<file path="config.mk">
export PLATFORM = sky130hd
export DESIGN_NAME = uart_receiver
export DESIGN_NICKNAME = d
export VERILOG_FILES = /design/src/rtl/uart_pkg.sv /design/src/rtl/uart_baud_tick.sv /design/src/rtl/uart_receiver.sv
export SDC_FILE = /design/constraint.sdc
export NUM_CORES = 1
export LEC_CHECK = 0
export ABC_AREA = 1
export CAP_MARGIN = 15
export CORE_ASPECT_RATIO = 0.9
export CORE_UTILIZATION = 34
export DETAILED_ROUTE_END_ITERATION = 10
export GPL_TIMING_DRIVEN = 0
export HOLD_SLACK_MARGIN = 0.02
export PLACE_DENSITY_LB_ADDON = 0.2
export REMOVE_ABC_BUFFERS = 1
export SLEW_MARGIN = 20
export SYNTH_ARGS = -nofsm -noshare
export SYNTH_HDL_FRONTEND = slang
export SYNTH_SLANG_ARGS = --single-unit
</file>
<file path="constraint.sdc">
create_clock -name Clock -period 1.5 [get_ports Clock]
set_clock_uncertainty 0.05 [all_clocks]
set_input_delay 0.225 -clock Clock [delete_from_list [all_inputs] [get_ports Clock]]
set_output_delay 0.225 -clock Clock [all_outputs]
set_load 0.05 [all_outputs]
</file>
<file path="src/rtl/uart_pkg.sv">
`default_nettype none
// ============================================================
// uart_pkg : shared UART types, constants and baud helper
// Rev 1.0
// ============================================================
package uart_pkg;

    localparam int DATA_BITS  = 8;
    localparam int OVERSAMPLE = 16;

    typedef enum logic [2:0] {
        IDLE      = 3'd0,
        START     = 3'd1,
        DATA      = 3'd2,
        STOP      = 3'd3,
        WAIT_HIGH = 3'd4
    } rx_state_t;

    // Clocks per oversample tick, floored, never below one.
    function automatic int calc_tick_div(input int clk_freq, input int baud_rate);
        int d;
        d = clk_freq / (baud_rate * OVERSAMPLE);
        return (d < 1) ? 1 : d;
    endfunction

endpackage
`default_nettype wire

</file>
<file path="src/rtl/uart_baud_tick.sv">
`default_nettype none
// ============================================================
// uart_baud_tick : free-running oversample tick divider
// Rev 1.0
// ============================================================
module uart_baud_tick #(
    parameter int TICK_DIV = 27
) (
    input  logic clk_i,
    input  logic rst_i,
    output logic tick_o
);

    localparam int             CW   = (TICK_DIV > 1) ? $clog2(TICK_DIV) : 1;
    localparam logic [CW-1:0]  LAST = CW'(TICK_DIV - 1);

    logic [CW-1:0] cnt_q;
    logic [CW-1:0] cnt_d;
    logic          wrap;

    always_comb begin
        wrap  = (cnt_q == LAST);
        cnt_d = wrap ? '0 : cnt_q + CW'(1);
    end

    always_ff @(posedge clk_i) begin
        if (rst_i) begin
            cnt_q <= '0;
        end else begin
            cnt_q <= cnt_d;
        end
    end

    assign tick_o = wrap;

endmodule
`default_nettype wire

</file>
<file path="src/rtl/uart_receiver.sv">
`default_nettype none
// ============================================================
// uart_receiver : 8N1 receiver, 16x oversampling, one-byte buffer
// Rev 1.0
// ============================================================
module uart_receiver
    import uart_pkg::*;
#(
    parameter int CLK_FREQ  = 50000000,
    parameter int BAUD_RATE = 115200,
    parameter int TICK_DIV  = calc_tick_div(CLK_FREQ, BAUD_RATE)
) (
    input  logic                 Clock,
    input  logic                 Reset,
    input  logic                 Rxd,
    output logic [DATA_BITS-1:0] RxData,
    output logic                 RxValid,
    input  logic                 RxAck,
    output logic                 FrameError,
    output logic                 Overrun,
    output logic                 Busy
);

    logic                 rx_meta_q;
    logic                 rx_s_q;
    logic                 tick;
    rx_state_t            state_q;
    logic [3:0]           smp_cnt_q;
    logic [2:0]           bit_idx_q;
    logic [DATA_BITS-1:0] shift_q;
    logic                 accept_q;
    logic                 frame_err_q;
    logic                 overrun_q;
    logic [DATA_BITS-1:0] rx_data_q;
    logic                 rx_valid_q;

    always_ff @(posedge Clock) begin
        if (Reset) begin
            rx_meta_q <= 1'b1;
            rx_s_q    <= 1'b1;
        end else begin
            rx_meta_q <= Rxd;
            rx_s_q    <= rx_meta_q;
        end
    end

    uart_baud_tick #(
        .TICK_DIV (TICK_DIV)
    ) u_baud_tick (
        .clk_i  (Clock),
        .rst_i  (Reset),
        .tick_o (tick)
    );

    // The sample counter is zeroed at the start-bit midpoint, so every
    // later sample lands when it has counted a full 16 ticks.
    always_ff @(posedge Clock) begin
        if (Reset) begin
            state_q     <= IDLE;
            smp_cnt_q   <= 4'd0;
            bit_idx_q   <= 3'd0;
            shift_q     <= '0;
            accept_q    <= 1'b0;
            frame_err_q <= 1'b0;
        end else begin
            accept_q    <= 1'b0;
            frame_err_q <= 1'b0;
            case (state_q)
                IDLE: begin
                    if (!rx_s_q) begin
                        state_q   <= START;
                        smp_cnt_q <= 4'd0;
                    end
                end
                START: begin
                    if (tick) begin
                        if (smp_cnt_q == 4'd7) begin
                            smp_cnt_q <= 4'd0;
                            if (!rx_s_q) begin
                                state_q   <= DATA;
                                bit_idx_q <= 3'd0;
                            end else begin
                                state_q   <= IDLE;
                            end
                        end else begin
                            smp_cnt_q <= smp_cnt_q + 4'd1;
                        end
                    end
                end
                DATA: begin
                    if (tick) begin
                        smp_cnt_q <= smp_cnt_q + 4'd1;
                        if (smp_cnt_q == 4'd15) begin
                            shift_q   <= {rx_s_q, shift_q[DATA_BITS-1:1]};
                            bit_idx_q <= bit_idx_q + 3'd1;
                            if (bit_idx_q == 3'(DATA_BITS - 1)) begin
                                state_q <= STOP;
                            end
                        end
                    end
                end
                STOP: begin
                    if (tick) begin
                        smp_cnt_q <= smp_cnt_q + 4'd1;
                        if (smp_cnt_q == 4'd15) begin
                            if (rx_s_q) begin
                                accept_q    <= 1'b1;
                                state_q     <= IDLE;
                            end else begin
                                frame_err_q <= 1'b1;
                                state_q     <= WAIT_HIGH;
                            end
                        end
                    end
                end
                WAIT_HIGH: begin
                    if (rx_s_q) begin
                        state_q <= IDLE;
                    end
                end
                default: begin
                    state_q <= IDLE;
                end
            endcase
        end
    end

    // A simultaneous ack frees the buffer on the very edge the new byte lands.
    always_ff @(posedge Clock) begin
        if (Reset) begin
            rx_data_q  <= '0;
            rx_valid_q <= 1'b0;
            overrun_q  <= 1'b0;
        end else begin
            overrun_q <= 1'b0;
            if (accept_q) begin
                if (!rx_valid_q || RxAck) begin
                    rx_data_q  <= shift_q;
                    rx_valid_q <= 1'b1;
                end else begin
                    overrun_q  <= 1'b1;
                end
            end else if (RxAck) begin
                rx_valid_q <= 1'b0;
            end
        end
    end

    assign RxData     = rx_data_q;
    assign RxValid    = rx_valid_q;
    assign FrameError = frame_err_q;
    assign Overrun    = overrun_q;
    assign Busy       = (state_q != IDLE);

endmodule
`default_nettype wire

</file>
==> impl_metrics.csv, run 1 <==
group,metric,value,unit
placed_design,post-dp-hpwl,2380,microns
detailed_routing,via_per_inst,4.59,
detailed_routing,wl_per_cell,11.4,microns
finish,diodes,0,
sta,relSlewSlack,56.7,%
grt,grt_pass1_wl,6400,microns
floorplan,die_area,5340,sq um
sta,hold_viol_final,0,
floorplan,initial_core_util,35.3,%
grt,antenna_found_initial,0,
sta,tightest_slew,0.649,ns
cts,clkLatencyLatePin,0.29,ns
worst_setup_path,rr_worst_depth,10,
grt,grt_max_degree,17,
worst_setup_path,worst_path_most_repeated_cell,"nor2_1",
finish,drive_gt1_share,27.9,%
cts,cts_root_buf,"clkbuf_8",
logic_synthesis,synth.avg_cell_area,7.37,sq um
logic_synthesis,async_flop_share,0,%
cts,clk_pin_slew_worst_paths,0.08,ns
cts,cts_tree,"done",
detailed_routing,dr.pass1.iters,6,
detailed_routing,drc,0,
sta,fmaxAchievable,685,MHz
worst_setup_path,start_kind,"flip-flop",
cts,cts.sinks,37,
detailed_routing,routed_wl,3720,microns
pwr,p_total,0.00334,W
detailed_routing,first_iter_violations,159,
logic_synthesis,yosysSeqAreaShare,43.1,%
finish,area_delta_synth_final,28.6,%
pwr,p_leak,1.02,nW
floorplan,chipWidth,76.9,microns
hold_path,hp-start,"rx_meta_q$_SDFF_PP1_",
placed_design,place.gp.congestion,0.820,
sta,setup-violations-final,0,
floorplan,die_h,69.4,microns
sta,fin_hold_ws,0.365,ns
cts,cts_max_path_buffers,2,
placed_design,placedInstanceArea,1920,sq um
logic_synthesis,synthDistinctLibCells,31,
floorplan,num_rows,24,
cts,cts-buffers-inserted,5,
hold_path,min_to,"rx_s_q$_SDFF_PP1_",
worst_setup_path,cp_max_fo,6,
grt,grt_overflow,0,
logic_synthesis,synth_flop_cell,"dfxtp_1",
worst_setup_path,crit_required,1.64,ns
finish,layout.nets,270,
worst_setup_path,timing.rr.start,"state_q[0]$_SDFFE_PP0P_",
worst_setup_path,arrival,1.60,ns
sta,report.final.slew_viol_count,0,
hold_path,hold_path_class,"flip-flop to flip-flop",
job,drv_cap,0,
logic_synthesis,yosys_warnings,0,
detailed_routing,vias,1500,
status,status,"complete, no violations",
logic_synthesis,synth-seq-cells,37,
worst_setup_path,crit_chain,"inv_2, nand2_1, nor2_4, buf_4, nand2_4, nand3_1, nor2_2, nand2_2, nor2_1, nor2_1",
pwr,max-vdd-ir-drop,0.733,mV
finish,design_area,2210,sq um
logic_synthesis,postSynthCellCount,233,
grt,grt_pass1_vias,1406,
detailed_routing,ant_nets,0,
logic_synthesis,synth_edf_count,0,
sta,period_minus_slack,1.46,ns
worst_setup_path,rr_endpoint,"state_q[1]$_SDFFE_PP0P_",
worst_setup_path,slowest_delay,0.41,ns
worst_setup_path,reg2reg_setup_slack,0.04,ns
placed_design,placement.io_buffers,15,
worst_setup_path,crit_slowest_cell,"dfxtp_2",
hold_path,worstHoldPathCells,1,
floorplan,core,4860,sq um
cts,htreeDepth,2,
cts,cts_hold_buf,0,
sta,period_share,97.3,%
logic_synthesis,netlist_area,1720,sq um
finish,layout_common_cells,"37 x nor2_1, 34 x nand2_1, 29 x dfxtp_1",
pwr,power_density,1510,nW/um^2
finish,final_common_cell,"nor2_1",
sta,rsz0062_at_grt,"true",
floorplan,io_pins,16,
grt,grt_usage,15.0,%
worst_setup_path,endpoint_kind,"flip-flop",
worst_setup_path,path_class,"flip-flop to flip-flop",
-- worst max path at each step --
stage,endpoint,from,slack [ns],cells after the start
final,state_q[1]$_SDFFE_PP0P_,state_q[0]$_SDFFE_PP0P_,0.04,10
after global routing,state_q[1]$_SDFFE_PP0P_,state_q[0]$_SDFFE_PP0P_,-0.07,11
after CTS,smp_cnt_q[1]$_SDFFE_PP0P_,u_baud_tick.cnt_q[0]$_SDFF_PP0_,0.002,11
after global placement,state_q[2]$_SDFFE_PP0P_,Reset,-0.52,4
after floorplan,state_q[0]$_SDFFE_PP0P_,smp_cnt_q[0]$_SDFFE_PP0P_,0.09,10
after detailed placement,state_q[2]$_SDFFE_PP0P_,Reset,-0.53,4
-- sequential cells by signal (all words and copies together) (netlist names), 3 cells and up --
signal             flops
u_baud_tick.cnt_q      5
smp_cnt_q              4
RxData                 8
shift_q                8
bit_idx_q              3
state_q                3
-- stage by stage --
step	util, %	TNS, ns	cells	setup slack (ns)
floorplan	-	0	229	0.0877
global placement	39.5	-9.66	309	-0.522
detailed placement	39.5	-9.96	309	-0.529
CTS	43.5	0	326	0.00195
global route	45.4	-0.364	327	-0.0672
finish	45.4	0	327	0.0407
-- what timing repair did --
| item | 4_1_cts | 5_1_grt |
|---|---|---|
| pin swaps | 7 | 17 |
| buffers inserted | 9 | 1 |
| gates resized for setup | 37 | 26 |
| setup endpoints to repair | 37 | 17 |
-- layer usage --
layer | vias up | wire, microns | track usage, %
met5 | - | 0 | 0
met4 | 0 | 11 | 4.49
met3 | 2 | 71 | 3.55
met2 | 14 | 1620 | 22.4
met1 | 679 | 2020 | 21.2
li1 | 805 | - | -
-- report_power, final --
part	internal [W]	switching (W)
clock	0.000330	0.000394
sequential	0.00109	0.000118
combinational	0.000540	0.000867
total	0.00196	0.00138
-- logic make-up after synthesis --
| kind of cell | Yosys count | synth area share (%) |
|---|---|---|
| buffers and inverters | 30 | 7.36 |
| adder cells (fa/ha/maj) | 5 | 3.64 |
| flip-flops | 37 | 43.1 |
| XOR/XNOR | 3 | 1.53 |
| AO/OA/AOI/OAI | 31 | 9.48 |
| AND/OR/NAND/NOR | 127 | 34.8 |
-- critical path, delay by kind of cell, from the launching register on --
kind / cells / cell delay, ns
buffers and inverters: 2 / 0.21
and+or+nand+nor: 8 / 0.70
DFF: 1 / 0.41
-- layout make-up --
class	instances	area, sq um
Sequential cell	37	753
Fill cell	513	2660
Clock inverter	3	21.3
Clock buffer	5	68.8
Tap cell	65	81.3
Inverter	26	103
Multi-Input combinational cell	166	973
Timing Repair Buffer	25	208
-- synth_stat cells (2+ instances only) --
| cell type | number | area, sq um |
|---|---|---|
| inv_2 | 5 | 18.8 |
| nor2_1 | 41 | 154 |
| a21oi_1 | 14 | 70.1 |
| nand2_2 | 5 | 31.3 |
| xor2_1 | 2 | 17.5 |
| nor2_4 | 3 | 33.8 |
| nand4_1 | 6 | 37.5 |
| inv_1 | 20 | 75.1 |
| nor4_1 | 2 | 12.5 |
| or2_2 | 2 | 12.5 |
| nand3_1 | 14 | 70.1 |
| nand2_1 | 42 | 158 |
| dfxtp_1 | 37 | 741 |
| ha_1 | 5 | 62.6 |
| nor3_1 | 2 | 10.0 |
| nor2_2 | 5 | 31.3 |
| o21ai_0 | 14 | 70.1 |
Note: power is estimated with default switching activity, not from simulation.
==> run 2, diff against run 1 <==
CTS_CLUSTER_DIAMETER = 60   (was not set)
==> results of run 2 <==
Same layout as run 1: the final DEF is identical, and so are final timing and power.
